$ cat config.mk
export PLATFORM = sky130hd
export DESIGN_NAME = twiddle_addr_gen
export DESIGN_NICKNAME = d
export VERILOG_FILES = /design/src/rtl/twiddle_addr_gen.sv
export SDC_FILE = /design/constraint.sdc
export NUM_CORES = 1
export LEC_CHECK = 0
export ABC_CLOCK_PERIOD_IN_PS = 3400
export BUFFER_PORTS_ARGS = -buffer_cell sky130_fd_sc_hd__buf_2
export CAP_MARGIN = 20
export CORE_ASPECT_RATIO = 0.9
export CORE_UTILIZATION = 59
export CTS_CLUSTER_DIAMETER = 100
export DETAILED_ROUTE_END_ITERATION = 8
export HOLD_SLACK_MARGIN = 0.02
export MAX_ROUTING_LAYER = met4
export PLACE_DENSITY = 0.79
export SETUP_SLACK_MARGIN = 0.05
export SLEW_MARGIN = 20
export SYNTH_ARGS = -nofsm -noshare
export SYNTH_HDL_FRONTEND = slang
export SYNTH_SLANG_ARGS = --single-unit
$ cat constraint.sdc
create_clock -name clk -period 3.4 [get_ports clk]
set_input_delay 0.68 -clock clk [delete_from_list [all_inputs] [get_ports clk]]
set_output_delay 0.68 -clock clk [all_outputs]
set_load 0.03 [all_outputs]
$ cat src/rtl/twiddle_addr_gen.sv
// Twiddle-factor sequencer for a 1024-point radix-2 DIT FFT: walks every stage/butterfly,
// addresses the twiddle ROM, and streams one twiddle per butterfly. Define TW_CONJ_EN for conjugate output.
module twiddle_addr_gen #(
    parameter int ADDR_WIDTH = 9,
    parameter int DATA_WIDTH = 48
) (
    input  logic                  clk,
    input  logic                  rst_n,
    input  logic                  start,
    output logic                  busy,
    output logic                  done,
    output logic [ADDR_WIDTH-1:0] rom_addr,
    input  logic [DATA_WIDTH-1:0] rom_data,
    output logic                  tw_valid,
    input  logic                  tw_ready,
    output logic [DATA_WIDTH-1:0] tw_data,
    output logic [3:0]            tw_stage,
    output logic [ADDR_WIDTH-1:0] tw_bfly,
    output logic                  tw_last
);

    localparam int HW = DATA_WIDTH / 2;
    localparam logic [3:0]            LAST_STAGE = 4'(ADDR_WIDTH);
    localparam logic [ADDR_WIDTH-1:0] LAST_BFLY  = {ADDR_WIDTH{1'b1}};

    typedef enum logic [1:0] {
        ST_IDLE  = 2'd0,
        ST_RUN   = 2'd1,
        ST_DRAIN = 2'd2
    } state_t;

    // k = (bfly mod 2^stage) << (ADDR_WIDTH - stage); stage 0 gives a zero mask
    function automatic logic [ADDR_WIDTH-1:0] tw_addr(input logic [3:0] stage,
                                                      input logic [ADDR_WIDTH-1:0] bfly);
        logic [ADDR_WIDTH-1:0] mask;
        logic [3:0]            shamt;
        mask  = (ADDR_WIDTH'(1) << stage) - ADDR_WIDTH'(1);
        shamt = LAST_STAGE - stage;
        return (bfly & mask) << shamt;
    endfunction

    // Negate the imaginary half; the most negative value saturates to the most positive
    function automatic logic [DATA_WIDTH-1:0] conj_word(input logic [DATA_WIDTH-1:0] w);
        logic [HW-1:0] im;
        logic [HW-1:0] neg;
        im = w[HW-1:0];
        if (im == {1'b1, {(HW-1){1'b0}}}) begin
            neg = {1'b0, {(HW-1){1'b1}}};
        end else begin
            neg = ~im + HW'(1);
        end
        return {w[DATA_WIDTH-1:HW], neg};
    endfunction

    state_t                state_r, next_state_s;
    logic                  busy_r, done_r, done_s;
    logic                  issue_s, start_ok_s, credit_ok_s, issue_last_s;
    logic [3:0]            stage_r;
    logic [ADDR_WIDTH-1:0] bfly_r;
    logic [ADDR_WIDTH-1:0] rom_addr_r;

    logic                  p0_v_r, p0_last_r, p1_v_r, p1_last_r;
    logic [3:0]            p0_stage_r, p1_stage_r;
    logic [ADDR_WIDTH-1:0] p0_bfly_r, p1_bfly_r;
    logic [2:0]            inflight_s;

    logic [DATA_WIDTH-1:0] fifo_data_r  [0:3];
    logic [3:0]            fifo_stage_r [0:3];
    logic [ADDR_WIDTH-1:0] fifo_bfly_r  [0:3];
    logic                  fifo_last_r  [0:3];
    logic [1:0]            wr_ptr_r, rd_ptr_r;
    logic [2:0]            count_r;
    logic                  push_s, pop_s;
    logic [DATA_WIDTH-1:0] wr_data_s;

    assign inflight_s   = {2'b00, p0_v_r} + {2'b00, p1_v_r};
    assign credit_ok_s  = (count_r + inflight_s) < 3'd4;
    assign issue_last_s = (stage_r == LAST_STAGE) && (bfly_r == LAST_BFLY);
    assign push_s       = p1_v_r;
    assign pop_s        = (count_r != 3'd0) && tw_ready;

`ifdef TW_CONJ_EN
    assign wr_data_s = conj_word(rom_data);
`else
    assign wr_data_s = rom_data;
`endif

    // Next-state, issue and completion decode
    always_comb begin
        next_state_s = state_r;
        done_s       = 1'b0;
        issue_s      = 1'b0;
        start_ok_s   = 1'b0;
        case (state_r)
            ST_IDLE: begin
                if (start && !done_r) begin
                    next_state_s = ST_RUN;
                    start_ok_s   = 1'b1;
                end else begin
                    next_state_s = ST_IDLE;
                end
            end
            ST_RUN: begin
                issue_s = credit_ok_s;
                if (issue_s && issue_last_s) begin
                    next_state_s = ST_DRAIN;
                end else begin
                    next_state_s = ST_RUN;
                end
            end
            ST_DRAIN: begin
                if (pop_s && fifo_last_r[rd_ptr_r]) begin
                    next_state_s = ST_IDLE;
                    done_s       = 1'b1;
                end else begin
                    next_state_s = ST_DRAIN;
                end
            end
            default: begin
                next_state_s = ST_IDLE;
            end
        endcase
    end

    // State register with registered busy/done
    always_ff @(posedge clk or negedge rst_n) begin
        if (!rst_n) begin
            state_r <= ST_IDLE;
            busy_r  <= 1'b0;
            done_r  <= 1'b0;
        end else begin
            state_r <= next_state_s;
            busy_r  <= (next_state_s != ST_IDLE);
            done_r  <= done_s;
        end
    end

    // Stage/butterfly counters and ROM address register
    always_ff @(posedge clk or negedge rst_n) begin
        if (!rst_n) begin
            stage_r    <= 4'd0;
            bfly_r     <= {ADDR_WIDTH{1'b0}};
            rom_addr_r <= {ADDR_WIDTH{1'b0}};
        end else if (start_ok_s) begin
            stage_r <= 4'd0;
            bfly_r  <= {ADDR_WIDTH{1'b0}};
        end else if (issue_s) begin
            rom_addr_r <= tw_addr(stage_r, bfly_r);
            bfly_r     <= bfly_r + ADDR_WIDTH'(1);
            if (bfly_r == LAST_BFLY) begin
                stage_r <= stage_r + 4'd1;
            end
        end
    end

    // Side-band pipeline matching the two-cycle ROM read path
    always_ff @(posedge clk or negedge rst_n) begin
        if (!rst_n) begin
            p0_v_r     <= 1'b0;
            p0_last_r  <= 1'b0;
            p0_stage_r <= 4'd0;
            p0_bfly_r  <= {ADDR_WIDTH{1'b0}};
            p1_v_r     <= 1'b0;
            p1_last_r  <= 1'b0;
            p1_stage_r <= 4'd0;
            p1_bfly_r  <= {ADDR_WIDTH{1'b0}};
        end else begin
            p0_v_r     <= issue_s;
            p0_last_r  <= issue_last_s;
            p0_stage_r <= stage_r;
            p0_bfly_r  <= bfly_r;
            p1_v_r     <= p0_v_r;
            p1_last_r  <= p0_last_r;
            p1_stage_r <= p0_stage_r;
            p1_bfly_r  <= p0_bfly_r;
        end
    end

    // Output FIFO; storage is cleared on reset so the head reads as zero
    always_ff @(posedge clk or negedge rst_n) begin
        if (!rst_n) begin
            for (int i = 0; i < 4; i++) begin
                fifo_data_r[i]  <= {DATA_WIDTH{1'b0}};
                fifo_stage_r[i] <= 4'd0;
                fifo_bfly_r[i]  <= {ADDR_WIDTH{1'b0}};
                fifo_last_r[i]  <= 1'b0;
            end
            wr_ptr_r <= 2'd0;
            rd_ptr_r <= 2'd0;
            count_r  <= 3'd0;
        end else begin
            if (push_s) begin
                fifo_data_r[wr_ptr_r]  <= wr_data_s;
                fifo_stage_r[wr_ptr_r] <= p1_stage_r;
                fifo_bfly_r[wr_ptr_r]  <= p1_bfly_r;
                fifo_last_r[wr_ptr_r]  <= p1_last_r;
                wr_ptr_r               <= wr_ptr_r + 2'd1;
            end
            if (pop_s) begin
                rd_ptr_r <= rd_ptr_r + 2'd1;
            end
            case ({push_s, pop_s})
                2'b10:   count_r <= count_r + 3'd1;
                2'b01:   count_r <= count_r - 3'd1;
                default: count_r <= count_r;
            endcase
        end
    end

    assign busy     = busy_r;
    assign done     = done_r;
    assign rom_addr = rom_addr_r;
    assign tw_valid = (count_r != 3'd0);
    assign tw_data  = fifo_data_r[rd_ptr_r];
    assign tw_stage = fifo_stage_r[rd_ptr_r];
    assign tw_bfly  = fifo_bfly_r[rd_ptr_r];
    assign tw_last  = fifo_last_r[rd_ptr_r];

endmodule

======== After elaboration in Yosys (flattened, before gate mapping) ========
Index checks and enable logic that the tools add are counted.
word-level totals
  register bits after elaboration ......... 311
  output and inout bits ................... 74
  word-level logic and storage cells ...... 113
cells by class
  reduce and logical (&&, ||, !) cells .... 15
  multiplexer cells ....................... 39
  bitwise operators ....................... 4
  $lt $le $gt $ge ......................... 4
  shifts and indexed selects .............. 2
  eq/ne operators ......................... 6
  $add $sub $neg .......................... 10
operators by type and width
  operator                                           count
  bitwise mux 192 bit                                1
  two-way mux 48 bit                                 3
  binary-select mux 48 bit (select 2 bit)            1
  demux 48 bit (select 2 bit)                        1
  two-way mux 9 bit                                  5
  bitwise mux 36 bit                                 1
  two-way mux 4 bit                                  6
  binary-select mux 9 bit (select 2 bit)             1
  demux 9 bit (select 2 bit)                         1
  bitwise mux 16 bit                                 1
  adder 9 x 1 -> 9 bit (second input constant)       1
  AND 9 bit                                          1
  equality test 9 bit (second input constant)        1
  two-way mux 1 bit                                  9
  << shifter 1 x 4 -> 9 bit (first input constant)   1
  << shifter 9 x 4 -> 9 bit                          1
  subtractor 9 x 2 -> 9 bit (second input constant)  1
  binary-select mux 4 bit (select 2 bit)             1
  demux 4 bit (select 2 bit)                         1
  nonzero test 2 bit                                 4
  >= comparator 3 bit (second input constant)        2
  logical AND 1 bit                                  6
  NOT 2 -> 3 bit                                     2
  one-hot mux 2 bit (3 select lines)                 1
  other kinds (22)                                   27

======== Logic depth before layout (Yosys ltp) ========
  depth in word-level cells ............... 8
  gate-level depth with buffers ........... 12
  gate-level depth less buffers ........... 10

======== Worst setup path after synthesis ========
No wires, ideal clock.
  path type ............................... flip-flop to flip-flop
  start ................................... reg stage_r[1]
  end ..................................... reg rom_addr_r[6], in the netlist rom_addr[6]
  setup time .............................. 0.122 ns
  setup slack ............................. 0.854 ns
  required time ........................... 3.278 ns
  buffers on the path ..................... 1
  arrival time ............................ 2.424 ns
  cell stages (with the launch flop) ...... 12
  cells stage by stage .................... dfrtp_1 > clkinv_1 > ha_1 > buf_6 > nand2_1 > ha_1 > nor2b_4 > or4b_1 > a21o_1 > nand2_1 > or4_1 > a32o_1
between the ends
  longest elaborated chain between the ends .. 4
  elaborated cells between the ends (all ways) .. 5
  those cells by class .................... add/sub (2); shift (2); bitwise (1)
RTL lines
  element                        line  text
  from (decl)                    58    logic [3:0] stage_r;
  from (signal assigned)         151   stage_r <= stage_r + 4'd1;
  << shifter 1 x 4 -> 9 bit      37    mask = (ADDR_WIDTH'(1) << stage) - ADDR_WIDTH'(1);
  subtractor 9 x 2 -> 9 bit      37
  AND 9 bit                      39    return (bfly & mask) << shamt;
  << shifter 9 x 4 -> 9 bit (*)  39
  to (signal assigned)           143   rom_addr_r <= {ADDR_WIDTH{1'b0}};
  to (signal assigned)           148   rom_addr_r <= tw_addr(stage_r, bfly_r);
  to (decl)                      60    logic [ADDR_WIDTH-1:0] rom_addr_r;
Mark *: on every way between the ends. The rest lies on a longest branch, timed or not.
A chain may end at the register's enable or synchronous reset.

======== Worst setup path after layout ========
  start ................................... reg rd_ptr_r[0]
  end ..................................... out tw_bfly[6]
between the ends
  longest elaborated chain between the ends .. 4
RTL lines
  element                                                line  text
  from (decl)                                            71    logic [1:0] wr_ptr_r, rd_ptr_r;
  from (signal assigned)                                 200   rd_ptr_r <= rd_ptr_r + 2'd1;
  NOT 2 -> 3 bit (not written as such)                   216   assign tw_bfly = fifo_bfly_r[rd_ptr_r];
  binary-select mux 9 bit (select 2 bit)                 216
  two-way mux 9 bit (not written as such) (2 in series)  216
  to (decl)                                              18    output logic [ADDR_WIDTH-1:0] tw_bfly,
No other way between the ends. The select of a mux whose other input is x is not followed.

==> results.json <==
{
  "cts.path.max_buffers": 3,
  "seq_area_frac_synth_pct": 57.0,
  "first_iter_violations": 360,
  "reg2reg_depth": 10,
  "initial_core_util_pct": 60.5,
  "syn_inst": 895,
  "clock_latency_ns": 0.55,
  "synth_flop_cell": "dfrtp_1",
  "start_kind": "flip-flop",
  "worstSetupStartpoint": "rd_ptr_r[0]$_DFFE_PN0P_",
  "r2r_end": "rom_addr[6]$_DFFE_PN0P_",
  "antenna_found_initial": 0,
  "wirelength_um": 26600,
  "gp_congestion": 0.878,
  "portBuffers": 125,
  "netlist_area_um2": 13600,
  "postCtsSetupRepairBufs": 0,
  "cts_root_buf": "clkbuf_16",
  "clk_pin_slew_ns": 0.07,
  "wl_per_cell_um": 19.8,
  "crit_end": "tw_bfly[6]",
  "yosysWarnings": 0,
  "finalSetupViolations": 0,
  "boundaryPins": 126,
  "synth_edf_count": 0,
  "postRouteAntennaNets": 0,
  "wl_met2_um": 13000,
  "numCtsBuffers": 30,
  "report.final.hold_viol_count": 0,
  "vias_per_cell": 5.86,
  "drive_gt1_share_pct": 50.2,
  "hold_buffers": 0,
  "critical_path_arrival_ns": 2.36,
  "dr_total_vias": 7855,
  "numClockSinks": 311,
  "overflow": 0,
  "die_x_um": 162,
  "vdd_drop_max_uv": 691,
  "syn_to_final_growth_pct": 15.7,
  "layout_commonest_cell": "dfrtp_1",
  "cts_resized": 0,
  "die-area_um2": 23700,
  "hold_class": "in2async",
  "criticalPathCategory": "reg2out",
  "r2r_start": "stage_r[1]$_DFFE_PN0P_",
  "worst_setup_path_end_kind": "output port",
  "fin_crit_ns": 3.04,
  "cts_tree": "done",
  "post-route-period-util_pct": 89.5,
  "wl_met3_um": 934,
  "fmax_mhz": 329,
  "multi_input_area_um2": 5600,
  "post-layout-total-power_mw": 17.2,
  "final-seq-area_um2": 7790,
  "maxSlewViolCount": 0,
  "final_cell_mix": "dfrtp_1, mux2_2, buf_2",
  "rrSetupSlack_ns": 0.56,
  "avgSynthCellArea_um2": 15.3,
  "cap_violations": 0,
  "core_um2": 22600,
  "fin_nets": 1090,
  "grt_max_degree": 87,
  "synth-seq-cells": 311,
  "dieHeight_um": 146,
  "grt_use_total_pct": 24.3,
  "drc_errors": 0,
  "nFillCells": 1494,
  "crit_fanout": 23,
  "relSlewSlack_pct": 31.9,
  "h-tree-depth": 1,
  "fin_tns_setup_ns": 0,
  "syn_nets": 965,
  "first_global_vias": 8298,
  "routed.top_layer": "met4",
  "clock_skew_ns": 0.0129,
  "rsz0062_at_grt": "no",
  "p_per_area_nw_per_um2": 1090,
  "worstMarginPinSlew_ns": 1.02,
  "ys_types": 59,
  "cp_data_required_time_ns": 2.72,
  "status": "finished, final reports clean",
  "wl_met1_um": 12000,
  "row_count": 52,
  "first_pass_iters": 4,
  "place_hpwl_um": 16600,
  "synthArstFlopShare_pct": 100,
  "leakage_nw": 7.11,
  "grt_pass1_wl_um": 44300
}
flip-flops by register name, indices dropped and copies added, names as in the netlist:
signal / count
p0_bfly_r: 9
busy: 1
state_r: 2
fifo_data_r: 192
p0_stage_r: 4
p0_v_r: 1
bfly_r: 9
wr_ptr_r: 2
done: 1
fifo_bfly_r: 36
fifo_last_r: 4
fifo_stage_r: 16
p1_last_r: 1
p1_stage_r: 4
p0_last_r: 1
stage_r: 4
count_r: 3
p1_v_r: 1
p1_bfly_r: 9
rom_addr: 9
rd_ptr_r: 2
power breakdown:
part	total [mW]	switching (mW)	internal [mW]
logic	7.17	3.69	3.48
registers	6.41	1.05	5.37
clock network	3.61	1.38	2.22
area by class of cell:
cell class	instances	share of cell area, %
timing repair buffer	146	5.58
clock buffer	38	5.39
clock inverter	17	1.58
antenna	1	0.0158
sequential	311	49.3
multi-input combinational	518	35.5
tap	297	2.35
inverter	13	0.309
how the worst min path moves through the flow:
stage,start,endpoint,slack (ns),depth (start not counted)
after floorplan,p0_bfly_r[0]$_DFF_PN0_,p1_bfly_r[0]$_DFF_PN0_,0.33,0
after global placement,p0_bfly_r[7]$_DFF_PN0_,p1_bfly_r[7]$_DFF_PN0_,0.33,0
after detailed placement,p0_bfly_r[3]$_DFF_PN0_,p1_bfly_r[3]$_DFF_PN0_,0.34,0
after CTS,rst_n,rom_addr[0]$_DFFE_PN0P_,0.15,1
after global routing,rst_n,rom_addr[2]$_DFFE_PN0P_,0.16,1
final,rst_n,rom_addr[0]$_DFFE_PN0P_,0.12,1
worst max-delay path, cell delays in order (launching register included):
cell and delay, ns:
dfrtp_4 0.75, buf_12 0.28, mux4_2 0.57, buf_2 0.20
routing by layer:
layer | global-route usage (%) | vias up
met3 | 2.98 | 44
met4 | 6.51 | 0
met2 | 38.3 | 171
met5 | - | -
met1 | 33.8 | 4088
li1 | - | 3552
metrics by stage:
step | hold slack [ns] | std cells | utilization, % | worst slack (ns) | instance area [um2]
finish | 0.118 | 1341 | 70.0 | 0.358 | 15800
global placement | 0.332 | 1285 | 65.1 | 0.712 | 14700
detailed placement | 0.336 | 1285 | 65.1 | 0.597 | 14700
global route | 0.164 | 1340 | 70.0 | 0.231 | 15800
CTS | 0.151 | 1340 | 70.0 | 0.270 | 15800
floorplan | 0.331 | 895 | - | 0.854 | 13600
cell usage after synthesis (5+ instances only):
cell | instances | area [um2]
dfrtp_1 | 311 | 7780
mux2_2 | 248 | 2790
mux4_2 | 62 | 1400
clkbuf_1 | 37 | 139
nand2_1 | 37 | 139
nor2_1 | 18 | 67.6
ha_1 | 17 | 213
nand3_1 | 16 | 80.1
buf_2 | 13 | 65.1
a21oi_1 | 11 | 55.1
inv_1 | 10 | 37.5
o21ai_0 | 9 | 45.0
o21ai_1 | 8 | 40.0
xor2_1 | 8 | 70.1
xnor2_1 | 7 | 61.3
nor2b_1 | 6 | 37.5
nand2b_1 | 5 | 31.3
logic make-up (layout without fill, tap and decap cells):
family	after synthesis	after routing	share of synthesized area, %
AND/OR/NAND/NOR	112	112	4.32
multiplexers	316	316	31.1
flip-flops	311	311	57.0
XOR/XNOR	15	15	0.963
AO/OA/AOI/OAI	57	57	2.80
buffers and inverters	66	214	2.04
adder cells (fa/ha/maj)	18	18	1.70
other	0	1	0
No activity file was read; power rests on OpenSTA's default activity.
